`config.mk`:
```
export PLATFORM = sky130hd
export DESIGN_NAME = axi_read_arbiter_flat
export DESIGN_NICKNAME = d
export VERILOG_FILES = /design/src/rtl/axi_arb_pkg.sv /design/src/rtl/axi_read_arbiter_if.sv /design/src/rtl/arb_watchdog.sv /design/src/rtl/axi_read_arbiter.sv /design/src/flat_wrapper.sv
export SDC_FILE = /design/constraint.sdc
export NUM_CORES = 1
export LEC_CHECK = 0
export ABC_AREA = 1
export BUFFER_PORTS_ARGS = -buffer_cell sky130_fd_sc_hd__buf_2
export CAP_MARGIN = 5
export CORE_AREA = 2 2 82 84
export DETAILED_ROUTE_END_ITERATION = 12
export DIE_AREA = 0 0 84 86
export GPL_TIMING_DRIVEN = 0
export PLACE_DENSITY = 0.82
export SLEW_MARGIN = 30
export SYNTH_ARGS = -nofsm -noshare
export SYNTH_HDL_FRONTEND = slang
export SYNTH_SLANG_ARGS = --single-unit
```
`constraint.sdc`:
```
create_clock -name clk -period 1.46 [get_ports clk]
set_clock_uncertainty 0.15 [all_clocks]
set_input_delay 0.146 -clock clk [delete_from_list [all_inputs] [get_ports clk]]
set_output_delay 0.146 -clock clk [all_outputs]
set_load 0.03 [all_outputs]
```
`src/rtl/axi_arb_pkg.sv`:
```
// Shared types and constants for the two-master AXI4-Lite read arbiter.
package axi_arb_pkg;

  typedef enum logic [2:0] {
    IDLE  = 3'd0,
    ADDR  = 3'd1,
    DATA  = 3'd2,
    ERR   = 3'd3,
    DRAIN = 3'd4
  } arb_state_e;

  localparam logic [1:0] RESP_OKAY   = 2'b00;
  localparam logic [1:0] RESP_SLVERR = 2'b10;

  // Grant index: instruction fetch unit is master 0, load/store unit master 1
  localparam logic IFU = 1'b0;
  localparam logic LSU = 1'b1;

endpackage

```
`src/rtl/axi_read_arbiter_if.sv`:
```
// AXI4-Lite read channel (AR + R) bundle with master and slave views.
interface axi_read_arbiter_if #(
  parameter int ADDR_W = 32,
  parameter int DATA_W = 32
);

  logic [ADDR_W-1:0] araddr;
  logic              arvalid;
  logic              arready;
  logic              rvalid;
  logic [DATA_W-1:0] rdata;
  logic [1:0]        rresp;
  logic              rready;

  // Side that issues reads
  modport master (
    output araddr, arvalid, rready,
    input  arready, rvalid, rdata, rresp
  );

  // Side that serves reads
  modport slave (
    input  araddr, arvalid, rready,
    output arready, rvalid, rdata, rresp
  );

endinterface

```
`src/rtl/arb_watchdog.sv`:
```
// Saturating cycle counter used as the arbiter's response watchdog.
module arb_watchdog #(
  parameter int TIMEOUT = 16
) (
  input  logic clk,
  input  logic rst,
  input  logic clr_i,
  input  logic en_i,
  output logic expired_o
);

  localparam int CNT_W = $clog2(TIMEOUT + 1);
  localparam logic [CNT_W-1:0] LIMIT = CNT_W'(TIMEOUT);

  logic [CNT_W-1:0] cnt_q;
  logic [CNT_W-1:0] cnt_d;

  // Clear has priority; otherwise count while enabled and stick at the limit
  always_comb begin
    cnt_d = cnt_q;
    if (clr_i) begin
      cnt_d = '0;
    end else if (en_i && (cnt_q != LIMIT)) begin
      cnt_d = cnt_q + 1'b1;
    end
  end

  // Counter register
  always_ff @(posedge clk) begin
    if (rst) begin
      cnt_q <= '0;
    end else begin
      cnt_q <= cnt_d;
    end
  end

  assign expired_o = (cnt_q == LIMIT);

endmodule

```
`src/rtl/axi_read_arbiter.sv`:
```
// Round-robin arbiter letting IFU (m0) and LSU (m1) share one AXI4-Lite
// read slave, one outstanding read at a time, with a stall watchdog that
// answers SLVERR when the slave stops responding.
module axi_read_arbiter
  import axi_arb_pkg::*;
#(
  parameter int ADDR_W  = 32,
  parameter int DATA_W  = 32,
  parameter int TIMEOUT = 16
) (
  input logic             clk,
  input logic             rst,
  axi_read_arbiter_if.slave  m0,
  axi_read_arbiter_if.slave  m1,
  axi_read_arbiter_if.master s
);

  arb_state_e state_q, state_d;
  logic       grant_q, grant_d;
  logic       last_grant_q, last_grant_d;
  logic       from_data_q, from_data_d;
  logic       timer_expired;

  // Signals of whichever master currently holds the grant
  logic [ADDR_W-1:0] g_araddr;
  logic              g_arvalid;
  logic              g_rready;
  logic              g_arready;
  logic              g_rvalid;
  logic [DATA_W-1:0] g_rdata;
  logic [1:0]        g_rresp;

  assign g_araddr  = (grant_q == LSU) ? m1.araddr  : m0.araddr;
  assign g_arvalid = (grant_q == LSU) ? m1.arvalid : m0.arvalid;
  assign g_rready  = (grant_q == LSU) ? m1.rready  : m0.rready;

  // Timer restarts on every state change and only runs while waiting on the slave
  arb_watchdog #(.TIMEOUT(TIMEOUT)) u_watchdog (
    .clk       (clk),
    .rst       (rst),
    .clr_i     (state_d != state_q),
    .en_i      ((state_q == ADDR) || (state_q == DATA) || (state_q == DRAIN)),
    .expired_o (timer_expired)
  );

  // State, grant and round-robin history registers
  always_ff @(posedge clk) begin
    if (rst) begin
      state_q      <= IDLE;
      grant_q      <= IFU;
      last_grant_q <= LSU;
      from_data_q  <= 1'b0;
    end else begin
      state_q      <= state_d;
      grant_q      <= grant_d;
      last_grant_q <= last_grant_d;
      from_data_q  <= from_data_d;
    end
  end

  // Next-state, arbitration and error-origin tracking
  always_comb begin
    state_d      = state_q;
    grant_d      = grant_q;
    last_grant_d = last_grant_q;
    from_data_d  = from_data_q;
    case (state_q)
      IDLE: begin
        if (m0.arvalid || m1.arvalid) begin
          state_d = ADDR;
          if (m0.arvalid && m1.arvalid) begin
            grant_d = ~last_grant_q;
          end else begin
            grant_d = m0.arvalid ? IFU : LSU;
          end
        end
      end
      ADDR: begin
        if (g_arvalid && s.arready) begin
          state_d = DATA;
        end else if (timer_expired) begin
          state_d     = ERR;
          from_data_d = 1'b0;
        end
      end
      DATA: begin
        if (s.rvalid && g_rready) begin
          state_d      = IDLE;
          last_grant_d = grant_q;
        end else if (timer_expired && !s.rvalid) begin
          state_d     = ERR;
          from_data_d = 1'b1;
        end
      end
      ERR: begin
        // A slave that accepted the address may still answer; absorb it in DRAIN
        if (g_rready) begin
          last_grant_d = grant_q;
          state_d      = from_data_q ? DRAIN : IDLE;
        end
      end
      DRAIN: begin
        if (s.rvalid || timer_expired) begin
          state_d = IDLE;
        end
      end
      default: state_d = IDLE;
    endcase
  end

  // Output steering: slave channel to the granted master, everything else quiet
  always_comb begin
    s.araddr   = '0;
    s.arvalid  = 1'b0;
    s.rready   = 1'b0;
    g_arready  = 1'b0;
    g_rvalid   = 1'b0;
    g_rdata    = '0;
    g_rresp    = RESP_OKAY;
    m0.arready = 1'b0;
    m0.rvalid  = 1'b0;
    m0.rdata   = '0;
    m0.rresp   = RESP_OKAY;
    m1.arready = 1'b0;
    m1.rvalid  = 1'b0;
    m1.rdata   = '0;
    m1.rresp   = RESP_OKAY;
    case (state_q)
      ADDR: begin
        s.araddr  = g_araddr;
        s.arvalid = g_arvalid;
        g_arready = s.arready;
      end
      DATA: begin
        g_rvalid = s.rvalid;
        g_rdata  = s.rdata;
        g_rresp  = s.rresp;
        s.rready = g_rready;
      end
      ERR: begin
        g_rvalid = 1'b1;
        g_rresp  = RESP_SLVERR;
      end
      DRAIN: begin
        s.rready = 1'b1;
      end
      default: begin
      end
    endcase
    if (grant_q == LSU) begin
      m1.arready = g_arready;
      m1.rvalid  = g_rvalid;
      m1.rdata   = g_rdata;
      m1.rresp   = g_rresp;
    end else begin
      m0.arready = g_arready;
      m0.rvalid  = g_rvalid;
      m0.rdata   = g_rdata;
      m0.rresp   = g_rresp;
    end
  end

endmodule

```
`src/flat_wrapper.sv`:
```
// flat-port wrapper written by rule: the top's interface ports become plain ports
module axi_read_arbiter_flat import axi_arb_pkg::*;
#(
  parameter int ADDR_W  = 32,
  parameter int DATA_W  = 32,
  parameter int TIMEOUT = 16
)
  (clk, rst, m0_araddr, m0_arvalid, m0_rready, m0_arready, m0_rvalid, m0_rdata, m0_rresp, m1_araddr, m1_arvalid, m1_rready, m1_arready, m1_rvalid, m1_rdata, m1_rresp, s_araddr, s_arvalid, s_rready, s_arready, s_rvalid, s_rdata, s_rresp);
  axi_read_arbiter_if #(.ADDR_W(ADDR_W), .DATA_W(DATA_W)) m0_i ();
  axi_read_arbiter_if #(.ADDR_W(ADDR_W), .DATA_W(DATA_W)) m1_i ();
  axi_read_arbiter_if #(.ADDR_W(ADDR_W), .DATA_W(DATA_W)) s_i ();
  input logic clk;
  input logic rst;
  input wire logic [$bits(m0_i.araddr)-1:0] m0_araddr;
  input wire logic [$bits(m0_i.arvalid)-1:0] m0_arvalid;
  input wire logic [$bits(m0_i.rready)-1:0] m0_rready;
  output wire logic [$bits(m0_i.arready)-1:0] m0_arready;
  output wire logic [$bits(m0_i.rvalid)-1:0] m0_rvalid;
  output wire logic [$bits(m0_i.rdata)-1:0] m0_rdata;
  output wire logic [$bits(m0_i.rresp)-1:0] m0_rresp;
  input wire logic [$bits(m1_i.araddr)-1:0] m1_araddr;
  input wire logic [$bits(m1_i.arvalid)-1:0] m1_arvalid;
  input wire logic [$bits(m1_i.rready)-1:0] m1_rready;
  output wire logic [$bits(m1_i.arready)-1:0] m1_arready;
  output wire logic [$bits(m1_i.rvalid)-1:0] m1_rvalid;
  output wire logic [$bits(m1_i.rdata)-1:0] m1_rdata;
  output wire logic [$bits(m1_i.rresp)-1:0] m1_rresp;
  output wire logic [$bits(s_i.araddr)-1:0] s_araddr;
  output wire logic [$bits(s_i.arvalid)-1:0] s_arvalid;
  output wire logic [$bits(s_i.rready)-1:0] s_rready;
  input wire logic [$bits(s_i.arready)-1:0] s_arready;
  input wire logic [$bits(s_i.rvalid)-1:0] s_rvalid;
  input wire logic [$bits(s_i.rdata)-1:0] s_rdata;
  input wire logic [$bits(s_i.rresp)-1:0] s_rresp;
  assign m0_i.araddr = m0_araddr;
  assign m0_i.arvalid = m0_arvalid;
  assign m0_i.rready = m0_rready;
  assign m0_arready = m0_i.arready;
  assign m0_rvalid = m0_i.rvalid;
  assign m0_rdata = m0_i.rdata;
  assign m0_rresp = m0_i.rresp;
  assign m1_i.araddr = m1_araddr;
  assign m1_i.arvalid = m1_arvalid;
  assign m1_i.rready = m1_rready;
  assign m1_arready = m1_i.arready;
  assign m1_rvalid = m1_i.rvalid;
  assign m1_rdata = m1_i.rdata;
  assign m1_rresp = m1_i.rresp;
  assign s_araddr = s_i.araddr;
  assign s_arvalid = s_i.arvalid;
  assign s_rready = s_i.rready;
  assign s_i.arready = s_arready;
  assign s_i.rvalid = s_rvalid;
  assign s_i.rdata = s_rdata;
  assign s_i.rresp = s_rresp;
  axi_read_arbiter #(.ADDR_W(ADDR_W), .DATA_W(DATA_W), .TIMEOUT(TIMEOUT)) u_core (.clk(clk), .rst(rst), .m0(m0_i), .m1(m1_i), .s(s_i));
endmodule
```
Word-level counts from Yosys, hierarchy flattened:

Index checks and enable logic that the tools add are counted.

* input port bits: 106
* output and inout bits: 106
* logic and storage cells: 74
* bits in read-only memories: 0
* latch bits: 0
* memories kept: 0
* register bits: 11
* RAM bits: 0

* multipliers: 0
* div/mod/pow operators: 0
* mux-type cells: 37
* equality and inequality tests: 13
* order comparisons: 0
* shift operators: 0
* reductions and logical operators: 17
* bitwise gates (word level): 1
* add/sub/neg operators: 1

Operator list (number)
* $mux W32: 5
* $mux W3: 8
* $mux W1: 16
* $pmux W3 S5: 1
* $ne A2 B2 Y1 const B: 4
* $pmux W1 S2: 4
* $eq A3 B2 Y1 const B: 2
* $add A5 B1 Y5 const B: 1
* $eq A5 B5 Y1 const B: 1
* $logic_and A1 B1 Y1: 5
* $ne A5 B5 Y1 const B: 1
* $reduce_and A5 Y1: 1
* $logic_or A1 B1 Y1: 4
* $mux W2: 2
* $ne A2 B1 Y1 const B: 2
* $pmux W2 S2: 1
* $reduce_bool A2 Y1: 2
* $eq A3 B1 Y1 const B: 1
* $eq A3 B3 Y1 const B: 1
* $logic_not A3 Y1: 1
* $ne A3 B3 Y1: 1
* $reduce_and A3 Y1: 1
* $reduce_and A2 Y1: 1
* $reduce_or A2 Y1: 1
* 2 further kinds: 2

Logic depth before layout (Yosys ltp):

* depth after elaboration: 7
* depth in mapped cells: 11

Modules after synthesis:

A second synthesis with hierarchy kept.

* cells, all modules: 341
* area, all modules: 1818.0 µm²

Modules (own cells, without submodules)
* axi_read_arbiter: area an instance 1542.7 µm², instances 1, cells an instance 299
* arb_watchdog: area an instance 275.3 µm², instances 1, cells an instance 42

Worst setup path before layout:

No wires, ideal clock.

* path type: reg2out
* start: register u_core.state_q[1]
* end: output port m1_rdata[12]
* slack: -435 ps
* arrival time: 1599 ps
* cell stages (with the launch flop): 7
* required time: 1164 ps
* path through: dfxtp_1 > nand2_1 > inv_2 > nand2_2 > buf_2 > buf_2 > nor3_1

* longest elaborated chain between the ends: 3

Ends and longest elaborated chain
* start, declared: line axi_read_arbiter.sv:18 `arb_state_e state_q, state_d;`
* start signal, assigned: line axi_read_arbiter.sv:54 `state_q <= state_d;`
* $eq A3 B2 Y1: line axi_read_arbiter.sv:128 `case (state_q)`
* $mux W32: line axi_read_arbiter.sv:128
* $mux W32: line axi_read_arbiter.sv:150 `if (grant_q == LSU) begin`
* end, declared: line flat_wrapper.sv:26 `output wire logic [$bits(m1_i.rdata)-1:0] m1_rdata;`

No other way between the ends.

Worst setup path after layout:

* start: register u_core.state_q[0]
* end: output port m1_rdata[31]

Same word-level chain as after synthesis.

==> key figures <==
Worst setup path
  • Crit path buffers/inverters: 5
  • Slowest stage cell, crit path: dfxtp_1
  • Crit Path Class: reg2out
  • CP endpoint kind: output port
  • Crit path DAT: 1620 ps
  • Crit path max-delay family: buffers and inverters
  • Critical path, cell by cell: buf_6 -> inv_4 -> nand2_8 -> buf_12 -> buf_8 -> nor3_4 -> buf_6
  • Worst Path Required: 1160 ps
  • Worst r2r path cells: 11
  • Startpoint types: register
  • Crit-path max cell delay: 330 ps
  • Number of cells on the critical path: 7
  • Top cell by count, worst path: buf_6
  • Worst-path fanout max: 8

STA
  • Max Slew Vio Count: 0
  • Relative slew slack: 0.753
  • Worst-margin pin slew: ~370 ps
  • Setup violators final: 116
  • Setup TNS: -39880 ps
  • Max Clk Rate: 521 MHz
  • Fin. Hold Viols: 0
  • RSZ-0062 raised after global routing: yes
  • Final worst slack: -459 ps
  • Final critical-path share of the clock period: 1.31
  • Minimum clock period: 1920 ps

Synthesis
  • Netlist cell types: 24
  • Post-synthesis sequential area ratio: 0.124
  • Yosys top cell area share: 0.209
  • Synth Area per Inst: 4.92 µm²
  • Area contributors post-synth: nand2_1 (21%), nor3_1 (19%), dfxtp_1 (12%)
  • #FFs+latches synth: 11
  • Yosys warns: 0
  • Post-Syn Nets: 470
  • Mapped cell area: 1780 µm²
  • Post-synthesis cell count: 362
  • Yosys top cell by area: nand2_1

Route
  • Router iterations before antenna repair: 5
  • Initial DRC count: 246
  • Vias: 4005
  • Wire per inst: 22.8 µm
  • DRC Markers: 0
  • Final WL: 16.0 mm
  • DR vias/cell: 5.70
  • Antenna Nets Post-Route: 0

Floorplanning
  • Core area: 6280 µm²
  • IO Pins: 212
  • Die height: 86 µm
  • Row count: 29
  • Die area: roughly 7200 µm²
  • Starting Density: 0.284
  • Die width: 84 µm

Status
  • Failing checks: negative setup slack
  • Status: complete, but fails checks

Global route
  • Met3 Track Usage GR: 0.0731
  • GRT Util Overall: 0.320
  • Initial antenna violation count: 1
  • Total congestion overflow: 0
  • Number of global-route vias before repair: around 3800
  • GRT met2 Usage: 0.623
  • First-pass GRT wire length: 18.5 mm
  • Largest net degree at the start of global routing: 12
  • Met1 Resource Use GR: 0.327
  • Global routing's busiest layer: met2

Hold path
  • Hold path depth: 4
  • Worst Hold Class: in2reg

Final layout
  • Fraction of layout cells with a size suffix above 1: 0.694
  • Nets: around 730
  • Area Growth Syn to Fin: 229%

Run
  • Max_cap viols: 0

Power
  • Total power: between 0.003 and 0.004 W
  • Leakage power: 2.81 nW
  • Peak supply drop: 523 µV
  • Cell Pwr Density: around 560 nW/µm²

Placed design
  • Number of buffers added on ports: 211
  • Placer Congestion: 0.948
  • Post-DP HPWL: 7.30 mm

CTS
  • Bufs on Longest Clock Path: 2
  • Root buf cell: clkbuf_8
  • H-tree depth: 1
  • Worst skew pair latency: 250 ps
  • Reg clk slew, reported paths: 70 ps
  • CTS tree: built
  • CTS buffer count: 3
  • CTS Sinks: 11
==> cells in the final DEF (no fill, tap or decap), drive strengths merged <==
cell	count
clkinv	2
nor3	68
diode	1
clkbuf	20
xnor2	2
dfxtp	11
nand2	102
inv	61
nand3	12
buf	268
o21ai	9
o211ai	2
nand4	1
a21oi	36
ha	2
xor2	1
dlygate4sd3	1
nor2	27
==> what timing repair did <==
action / in CTS / in global routing
resized for setup: 295 / 106
gates cloned: 11 / 1
pin swaps: 30 / 12
setup endpoints to repair: 114 / 115
setup buffers: 22 / 17
hold endpoints to repair: 1 / 0
hold buffers: 1 / 0
==> through the flow <==
stage	util	setup slack, ps	hold slack, ps	cell area (µm²)	cells
after floorplan	-	-230	65.1	2680	362
after global placement	0.611	-315	172	3830	650
after detailed placement	0.611	-297	175	3830	650
after CTS	0.851	-325	91.8	5340	688
after global routing	0.933	-484	126	5860	703
final	0.933	-459	125	5860	703
==> per-layer routing <==
layer / wire (µm) / part of all wire
met1: 5070 / 0.32
met2: 8220 / 0.51
met3: 1510 / 0.095
met4: 1210 / 0.075
met5: 0 / 0
==> flip-flops by register name, indices dropped and copies added, names as in the netlist <==
signal / cells
u_core.last_grant_q: 1
u_core.from_data_q: 1
u_core.grant_q: 1
u_core.state_q: 3
u_core.u_watchdog.cnt_q: 5
==> tightest hold or removal path, delay by kind of cell <==
family,cells,cell delay [ps]
compound gates,1,60
buf+inv,1,140
simple gates,2,140
==> cells in the mapped netlist <==
library cell,n
a21oi_1,36
buf_1,2
buf_2,5
buf_4,1
buf_6,2
clkbuf_1,17
dfxtp_1,11
ha_1,2
inv_1,57
inv_2,4
inv_4,1
nand2_1,99
nand2_2,3
nand3_1,11
nand3_2,1
nand4_1,1
nor2_1,25
nor2_2,2
nor3_1,68
o211ai_1,2
o21ai_0,8
o21ai_1,1
xnor2_1,2
xor2_1,1
==> report_power, final <==
part	internal, W	switching (W)
Combinational	0.00109	0.00153
Sequential	0.000314	0.0000157
Clock	0.000189	0.000157
==> area by class of cell <==
cell class / count / area, µm²
Clock buffer: 3 / 41.3
Inverter: 62 / 253
Timing Repair Buffer: 261 / 2330
Clock inverter: 1 / 5.00
Buffer: 25 / 434
Sequential cell: 11 / 231
Fill cell: 203 / 418
Tap cell: 77 / 96.3
Antenna cell: 1 / 2.50
Multi-Input combinational cell: 262 / 2470
==> path summary, 6_finish.rpt <==
kind	start	to	slack, ps
setup reg to reg	u_core.state_q[0]	u_core.u_watchdog.cnt_q[2]	-380
hold reg to reg	u_core.from_data_q	u_core.from_data_q	350
hold / removal	s_rvalid	u_core.state_q[2]	120
setup / recovery	u_core.state_q[0]	m1_rdata[31]	-460
==> cells by family after synthesis <==
kind of cell | synth area share
xor gates and xnor gates | 0.0147
AOI/OAI and AO/OA | 0.135
DFF | 0.124
adders and majority gates | 0.0140
and+or+nand+nor | 0.510
buffers and inverters | 0.203
No activity file was read; power rests on OpenSTA's default activity.
